## src/rtl/uart_rx.sv

```systemverilog
`default_nettype none
// ============================================================================
//  Module      : uart_rx
//  Description : 8N1 UART receiver, LSB first. An internal divider produces
//                OVERSAMPLE ticks per bit; the start bit is qualified at its
//                middle, data and stop bits are sampled one bit period apart.
//                Received bytes are presented on a valid/ready holding
//                register. Framing errors and overruns are flagged with
//                one-cycle pulses.
//
//  Ports       : clk        system clock, all logic on rising edge
//                rst        synchronous active-high reset
//                rx         asynchronous serial input, idle high
//                rx_data    received byte, valid while rx_valid = 1
//                rx_valid   holding register full
//                rx_ready   consumer accepts rx_data when rx_valid & rx_ready
//                frame_err  one-cycle pulse: stop bit sampled low
//                overrun    one-cycle pulse: byte completed while full
//                rx_busy    receiver is in any state other than idle
//
//  Revision    : 1.0  initial release
// ============================================================================
module uart_rx #(
    parameter int CLK_FREQ   = 50_000_000,
    parameter int BAUD       = 9600,
    parameter int OVERSAMPLE = 16
) (
    input  logic       clk,
    input  logic       rst,
    input  logic       rx,
    output logic [7:0] rx_data,
    output logic       rx_valid,
    input  logic       rx_ready,
    output logic       frame_err,
    output logic       overrun,
    output logic       rx_busy
);

    // ------------------------------------------------------------------------
    // Constants
    // ------------------------------------------------------------------------
    // OVERSAMPLE is expected to be even and at least 4 so that the half-bit
    // point of the start bit is a whole number of ticks.
    localparam int c_DIV      = CLK_FREQ / (BAUD * OVERSAMPLE);
    localparam int c_DIV_W    = (c_DIV > 1) ? $clog2(c_DIV) : 1;
    localparam int c_TCNT_W   = $clog2(OVERSAMPLE);

    localparam logic [c_DIV_W-1:0]  c_DIV_LAST  = c_DIV_W'(c_DIV - 1);
    localparam logic [c_DIV_W-1:0]  c_DIV_ONE   = c_DIV_W'(1);
    localparam logic [c_TCNT_W-1:0] c_HALF_LAST = c_TCNT_W'(OVERSAMPLE / 2 - 1);
    localparam logic [c_TCNT_W-1:0] c_FULL_LAST = c_TCNT_W'(OVERSAMPLE - 1);
    localparam logic [c_TCNT_W-1:0] c_TCNT_ONE  = c_TCNT_W'(1);

    localparam logic [2:0] c_ST_IDLE  = 3'd0;
    localparam logic [2:0] c_ST_START = 3'd1;
    localparam logic [2:0] c_ST_DATA  = 3'd2;
    localparam logic [2:0] c_ST_STOP  = 3'd3;
    localparam logic [2:0] c_ST_BREAK = 3'd4;

    // ------------------------------------------------------------------------
    // Oversampling tick divider: free-running 0..DIV-1, tick on wrap.
    // ------------------------------------------------------------------------
    logic [c_DIV_W-1:0] r_div_cnt;
    logic               w_os_tick;

    assign w_os_tick = (r_div_cnt == c_DIV_LAST);

    always_ff @(posedge clk) begin
        if (rst) begin
            r_div_cnt <= '0;
        end else if (w_os_tick) begin
            r_div_cnt <= '0;
        end else begin
            r_div_cnt <= r_div_cnt + c_DIV_ONE;
        end
    end

    // ------------------------------------------------------------------------
    // Input synchronizer (two flops, reset to idle level).
    //
    // r_fill marks when r_sync2 carries a real line sample rather than its
    // reset value. r_rxs_hi records that the synchronized line was genuinely
    // high on the previous cycle, so a frame only starts on a true falling
    // edge. Without this, a reset taken while the line is low mid-frame
    // would be followed by a bogus frame built from the tail of the old one.
    // ------------------------------------------------------------------------
    logic       r_sync1;
    logic       r_sync2;
    logic [1:0] r_fill;
    logic       r_rxs_hi;
    logic       w_fall;

    always_ff @(posedge clk) begin
        if (rst) begin
            r_sync1  <= 1'b1;
            r_sync2  <= 1'b1;
            r_fill   <= 2'b00;
            r_rxs_hi <= 1'b0;
        end else begin
            r_sync1  <= rx;
            r_sync2  <= r_sync1;
            r_fill   <= {r_fill[0], 1'b1};
            r_rxs_hi <= r_fill[1] & r_sync2;
        end
    end

    assign w_fall = r_rxs_hi & ~r_sync2;

    // ------------------------------------------------------------------------
    // Receive FSM and holding register
    // ------------------------------------------------------------------------
    logic [2:0]          r_state;
    logic [c_TCNT_W-1:0] r_tcnt;
    logic [2:0]          r_bit_idx;
    logic [7:0]          r_shift;
    logic [7:0]          r_data;
    logic                r_valid;
    logic                r_frame_err;
    logic                r_overrun;

    always_ff @(posedge clk) begin
        if (rst) begin
            r_state     <= c_ST_IDLE;
            r_tcnt      <= '0;
            r_bit_idx   <= 3'd0;
            r_shift     <= 8'h00;
            r_data      <= 8'h00;
            r_valid     <= 1'b0;
            r_frame_err <= 1'b0;
            r_overrun   <= 1'b0;
        end else begin
            r_frame_err <= 1'b0;
            r_overrun   <= 1'b0;

            // Consumer handshake. A byte load later in this block overrides
            // the clear, which gives load-and-accept in the same cycle.
            if (r_valid && rx_ready) begin
                r_valid <= 1'b0;
            end

            case (r_state)
                c_ST_IDLE: begin
                    if (w_fall) begin
                        r_state <= c_ST_START;
                        r_tcnt  <= '0;
                    end
                end

                c_ST_START: begin
                    if (w_os_tick) begin
                        if (r_tcnt == c_HALF_LAST) begin
                            // Middle of the start bit: still low means a real
                            // frame, high means a glitch that is dropped.
                            r_tcnt <= '0;
                            if (!r_sync2) begin
                                r_state   <= c_ST_DATA;
                                r_bit_idx <= 3'd0;
                            end else begin
                                r_state <= c_ST_IDLE;
                            end
                        end else begin
                            r_tcnt <= r_tcnt + c_TCNT_ONE;
                        end
                    end
                end

                c_ST_DATA: begin
                    if (w_os_tick) begin
                        if (r_tcnt == c_FULL_LAST) begin
                            r_tcnt             <= '0;
                            r_shift[r_bit_idx] <= r_sync2;
                            if (r_bit_idx == 3'd7) begin
                                r_state <= c_ST_STOP;
                            end else begin
                                r_bit_idx <= r_bit_idx + 3'd1;
                            end
                        end else begin
                            r_tcnt <= r_tcnt + c_TCNT_ONE;
                        end
                    end
                end

                c_ST_STOP: begin
                    if (w_os_tick) begin
                        if (r_tcnt == c_FULL_LAST) begin
                            r_tcnt <= '0;
                            if (r_sync2) begin
                                // Return to idle at mid stop bit so that a
                                // start bit following with no gap is caught.
                                r_state <= c_ST_IDLE;
                                if (!r_valid || rx_ready) begin
                                    r_data  <= r_shift;
                                    r_valid <= 1'b1;
                                end else begin
                                    r_overrun <= 1'b1;
                                end
                            end else begin
                                r_frame_err <= 1'b1;
                                r_state     <= c_ST_BREAK;
                            end
                        end else begin
                            r_tcnt <= r_tcnt + c_TCNT_ONE;
                        end
                    end
                end

                c_ST_BREAK: begin
                    // Hold here while the line stays low so a stuck-low line
                    // cannot produce a stream of frames.
                    if (r_sync2) begin
                        r_state <= c_ST_IDLE;
                        r_tcnt  <= '0;
                    end
                end

                default: begin
                    r_state <= c_ST_IDLE;
                    r_tcnt  <= '0;
                end
            endcase
        end
    end

    // ------------------------------------------------------------------------
    // Outputs
    // ------------------------------------------------------------------------
    assign rx_data   = r_data;
    assign rx_valid  = r_valid;
    assign frame_err = r_frame_err;
    assign overrun   = r_overrun;
    assign rx_busy   = (r_state != c_ST_IDLE);

endmodule

`default_nettype wire

```

## config.mk

```make
export PLATFORM = sky130hd
export DESIGN_NAME = uart_rx
export DESIGN_NICKNAME = d
export VERILOG_FILES = /design/src/rtl/uart_rx.sv
export SDC_FILE = /design/constraint.sdc
export NUM_CORES = 1
export LEC_CHECK = 0
export ABC_AREA = 1
export CORE_ASPECT_RATIO = 0.7
export CORE_UTILIZATION = 57
export DETAILED_ROUTE_END_ITERATION = 8
export PLACE_DENSITY = 0.8
export SYNTH_ARGS = -nofsm -noshare
export SYNTH_HDL_FRONTEND = slang
export SYNTH_SLANG_ARGS = --single-unit
```

## constraint.sdc

```tcl
create_clock -name clk -period 1.8 [get_ports clk]
set_clock_uncertainty 0.05 [all_clocks]
set_input_delay 0.36 -clock clk [delete_from_list [all_inputs] [get_ports clk]]
set_output_delay 0.36 -clock clk [all_outputs]
set_load 0.02 [all_outputs]
```

---- Word-level counts from Yosys, hierarchy flattened ----
Index checks and enable logic that the tools add are counted.
storage, ports and cells
  register bits ........................... 43
  output and inout port bits .............. 12
  bits of input ports ..................... 4
  word-level logic and storage cells ...... 99
operators by class
  bitwise logic cells ..................... 6
  eq/ne operators ......................... 20
  reductions and logical operators ........ 16
  mux-type cells .......................... 38
  $add $sub $neg .......................... 3
  order comparisons ....................... 2
operator list
  kind                 count
  $mux 3               16
  $mux 4               6
  $ne 2x2->1 const B   11
  $pmux 4 s4           1
  $pmux 3 s5           1
  $mux 1               10
  $add 9x1->9 const B  1
  $eq 9x9->1 const B   1
  $reduce_and 9->1     1
  $bwmux 8             1
  $reduce_and 7->1     1
  $eq 3x2->1 const B   2
  $eq 3x3->1 const B   2
  $pmux 3 s2           1
  $reduce_and 5->1     1
  $reduce_or 5->1      1
  $add 4x1->4 const B  1
  $eq 4x3->1 const B   1
  $eq 4x4->1 const B   1
  $lt 3x4->1 const B   1
  $not 1->1            4
  $reduce_and 4->1     1
  $reduce_or 2->1      2
  $reduce_or 4->1      1
  other kinds (14)     16

---- Longest topological paths before layout ----
  word-level depth ........................ 7
  gate-level depth with buffers ........... 10
  mapped depth without buffers ............ 10

---- Worst setup path before layout ----
No wires, ideal clock.
  kind .................................... reg-to-reg
  start point ............................. reg r_tcnt[0]
  end point ............................... reg r_data[0] (netlist: rx_data[0])
  arrival ................................. 1.270 ns
  period minus slack after synthesis ...... 1.436 ns
  cell stages (with the launch flop) ...... 9
  path slack .............................. 0.364 ns
  data required time ...................... 1.634 ns
  library setup time ...................... 0.116 ns
  path buffers ............................ 0
  cell sequence ........................... dfxtp_1 > ha_1 > nand2_1 > nor2_2 > nand3_1 > nor2_2 > nand2_2 > o21ai_0 > nor2_1
between the ends
  cells in the longest elaborated chain, start to end .. 2
RTL lines
  element                            RTL line  source
  start: declaration                 113       logic [c_TCNT_W-1:0] r_tcnt;
  start signal: assignment           162       r_tcnt <= r_tcnt + c_TCNT_ONE;
  start signal: assignment           178       r_tcnt <= r_tcnt + c_TCNT_ONE;
  start signal: assignment           202       r_tcnt <= r_tcnt + c_TCNT_ONE;
  $eq 4x4->1                         185       if (r_tcnt == c_FULL_LAST) begin
  $reduce_and 5->1 (no source line)  n/a
  end signal: assignment             192       r_data <= r_shift;
  end: declaration                   116       logic [7:0] r_data;
Every way passes these cells.
A chain may end at the register's enable or synchronous reset.

---- Final worst setup path ----
  start point ............................. reg r_tcnt[0]
  end point ............................... reg r_data[6] (netlist: rx_data[6])
Same word-level chain as after synthesis.

==> run summary <==
Crit path required time = 1.95 ns
Post-synthesis register bit count = 43
Die X = 73.3 um
Buffers on Ports = 15
DIE HEIGHT = 51.9 um
Peak VDD IR = 735 uV
Mean post-synth cell area = 6.93 um^2
Util after Layout = 72.9%
Pin count of the biggest net entering global routing = 24
Pre-CTS setup slack = 0.111 ns
Commonest cells after routing, fill and taps aside = nand2_1 (61), nor2_1 (61), dfxtp_1 (41)
CTS tree = done
Flop pwr share = 40.2%
Hold EP = r_fill[1]$_SDFF_PP0_
CP max-delay cell = dfxtp_1
Clock-pin slew on the worst setup and hold paths = 0.08 ns
Leakage Power = 1.04 nW
Worst path cell trace = ha_1, nand2_1, nor2_4, nand3_1, nor2_2, nand2_4, o21ai_0, nor2_1
Synth cell types = 26
Placer Congestion = 0.829
Via/cell ratio = 4.98
Initial core utilization = 62.0%
HPWL after DPL = 3010 um
Least-Margin Pin Slew = 0.323 ns
F_max = 595 MHz
First drt pass iteration count = 4
Final Hold Fails = 0
Min-delay worst type = flop to flop
Worst setup SP type = flop
Routed WL = 4050 um
FILL cells = 270
Hold_sp = r_fill[0]$_DFF_P_
DR WL/cell = 11.1 um
Final net count = 325
P_sw = 0.983 mW
Initial antenna violation count = 0
Post-Synthesis Cells = 293
Clock share of power = 27.8%
Placed Area = 2250 um^2
Share of post-route cells with drive strength above 1 = 13.2%
Final setup viols = 0
Post-Syn Area = 2030 um^2
Post CTS Setup Buffer Count = 0
Critical R2R Launch = r_tcnt[0]$_SDFFE_PP0P_
Clock Sinks = 43
Post-route setup slack = 0.118 ns
R2r endpoint = rx_data[6]$_SDFFE_PP0P_
Final Slew Violations = 0
Synthesis-to-finish area growth = 17.6%
Core Rows = 17
Total track usage = 24.1%
Initial DRC count = 71
Power Density = 1140 nW/um^2
Congestion Overflow GR = 0
Die ar. = 3810 um^2
Sequential share of the synthesized area = 42.4%
CTS Buffer Depth = 2
FF-to-FF path depth = 8
Sw Share = 36.3%
Internal Pwr Total = 1.73 mW
Core area = 3280 um^2
I/O pin count = 16
H-tree Lvls = 2
Worst EP arrival = 1.83 ns
Finished Cell Area = 2390 um^2
Logic pwr share = 32.1%
CP peak stage delay = 0.38 ns
Clock Latency Late Sink = 0.30 ns
Status = finished, final reports clean
Clock root cell = clkbuf_8
Remaining DRCs = 0
Max cap viols = 0
Worst Setup End Kind = flop
Post-layout minimum cycle time = 1.68 ns
Antenna diodes = 0
Post-CTS Hold Buffers = 0
Ys Warns = 0
Relative slew slack = 78.3%
Clock buffer count from CTS = 5
CP max FO = 9
First-pass GRT wire length = 6730 um
Post-DRT Antenna Nets = 0
Min-Delay Path Depth = 2
Worst Setup Path Type = flop to flop
Tcrit/Tclk final = 93.4%
Syn nets = 302
Register-to-register setup slack = 0.12 ns
Vias in the first global route = 1616
Vias = 1814
-- state kept, by name, indices dropped and copies added (netlist names), 2 cells and up --
signal and count:
r_div_cnt 9, r_fill 2, r_tcnt 4, r_shift 8, rx_data 8, r_state 3
r_bit_idx 3
-- critical path, delay by kind of cell (launching register included) --
kind                       cells  cell delay (ns)
and+or+nand+nor                6             0.74
DFF                            1             0.38
adders and majority gates      1             0.23
AOI/OAI and AO/OA              1             0.18
-- synth_stat cells, drive strengths merged --
cell	number	area [um^2]
nor2	70	293
nand2	66	270
dfxtp	43	861
inv	40	150
nand3	25	130
o21ai	13	65.1
a21oi	12	75.1
ha	5	62.6
nor3	5	25.0
clkbuf	4	25.0
nand3b	2	15.0
nand4	2	12.5
or2	2	12.5
xor2	2	17.5
clkinv	1	8.76
o21a	1	7.51
-- cells by family (layout without fill, tap and decap cells) --
family | Yosys count | count (layout) | synth area share, %
buffers and inverters | 45 | 69 | 9.06
adder cells (fa/ha/maj) | 5 | 5 | 3.08
XOR/XNOR | 2 | 2 | 0.863
flip-flops | 43 | 43 | 42.4
AO/OA/AOI/OAI | 26 | 26 | 7.27
AND/OR/NAND/NOR | 172 | 172 | 37.3
-- final cells by class --
cell class	instances	area, um^2	area share (%)
multi-input combinational	205	1010	42.2
sequential	43	863	36.1
timing repair buffer	20	186	7.81
inverter	41	159	6.65
clock buffer	5	68.8	2.88
tap	47	58.8	2.46
clock inverter	3	43.8	1.83
-- power groups by stage --
| stage | clock network [mW] | registers (mW) | logic, mW |
|---|---|---|---|
| 4_1_cts | 0.769 | 1.09 | 0.864 |
| 2_1_floorplan | 0 | 1.10 | 0.681 |
| 5_1_grt | 0.798 | 1.10 | 0.984 |
| 6_report | 0.753 | 1.09 | 0.870 |
| 3_3_place_gp | 0 | 1.10 | 0.860 |
| 3_5_place_dp | 0 | 1.11 | 0.876 |
-- how the worst max path moves through the flow --
stage | from | endpoint | slack, ns
floorplan | r_tcnt[0]$_SDFFE_PP0P_ | rx_data[0]$_SDFFE_PP0P_ | 0.36
global placement | rx_ready | rx_data[4]$_SDFFE_PP0P_ | 0.17
detailed placement | r_tcnt[0]$_SDFFE_PP0P_ | rx_data[5]$_SDFFE_PP0P_ | 0.11
CTS | r_tcnt[0]$_SDFFE_PP0P_ | rx_data[5]$_SDFFE_PP0P_ | 0.1
global route | r_tcnt[0]$_SDFFE_PP0P_ | rx_data[6]$_SDFFE_PP0P_ | -0.005
finish | r_tcnt[0]$_SDFFE_PP0P_ | rx_data[6]$_SDFFE_PP0P_ | 0.12
-- through the flow --
step | hold slack [ns] | power, mW | setup TNS (ns) | cells
2_1_floorplan | 0.338 | 1.78 | 0 | 293
3_3_place_gp | 0.339 | 1.96 | 0 | 356
3_5_place_dp | 0.352 | 1.98 | 0 | 356
5_1_grt | 0.373 | 2.88 | -0.00470 | 364
6_report | 0.358 | 2.71 | 0 | 364
4_1_cts | 0.363 | 2.72 | 0 | 364
-- layer usage --
layer  part of all wire [%]  track usage (%)  wire [um]
met5                      0                0          0
met4                    1.6             9.94         65
met3                    5.7             5.81        232
met2                     43             38.4       1730
met1                     50             31.3       2020
-- what timing repair did --
action / CTS / global route
setup endpoints to repair: 1 / 13
hold endpoints to repair: 0 / 0
resized for setup: 3 / 8
Power figures use the tool's default switching activity.
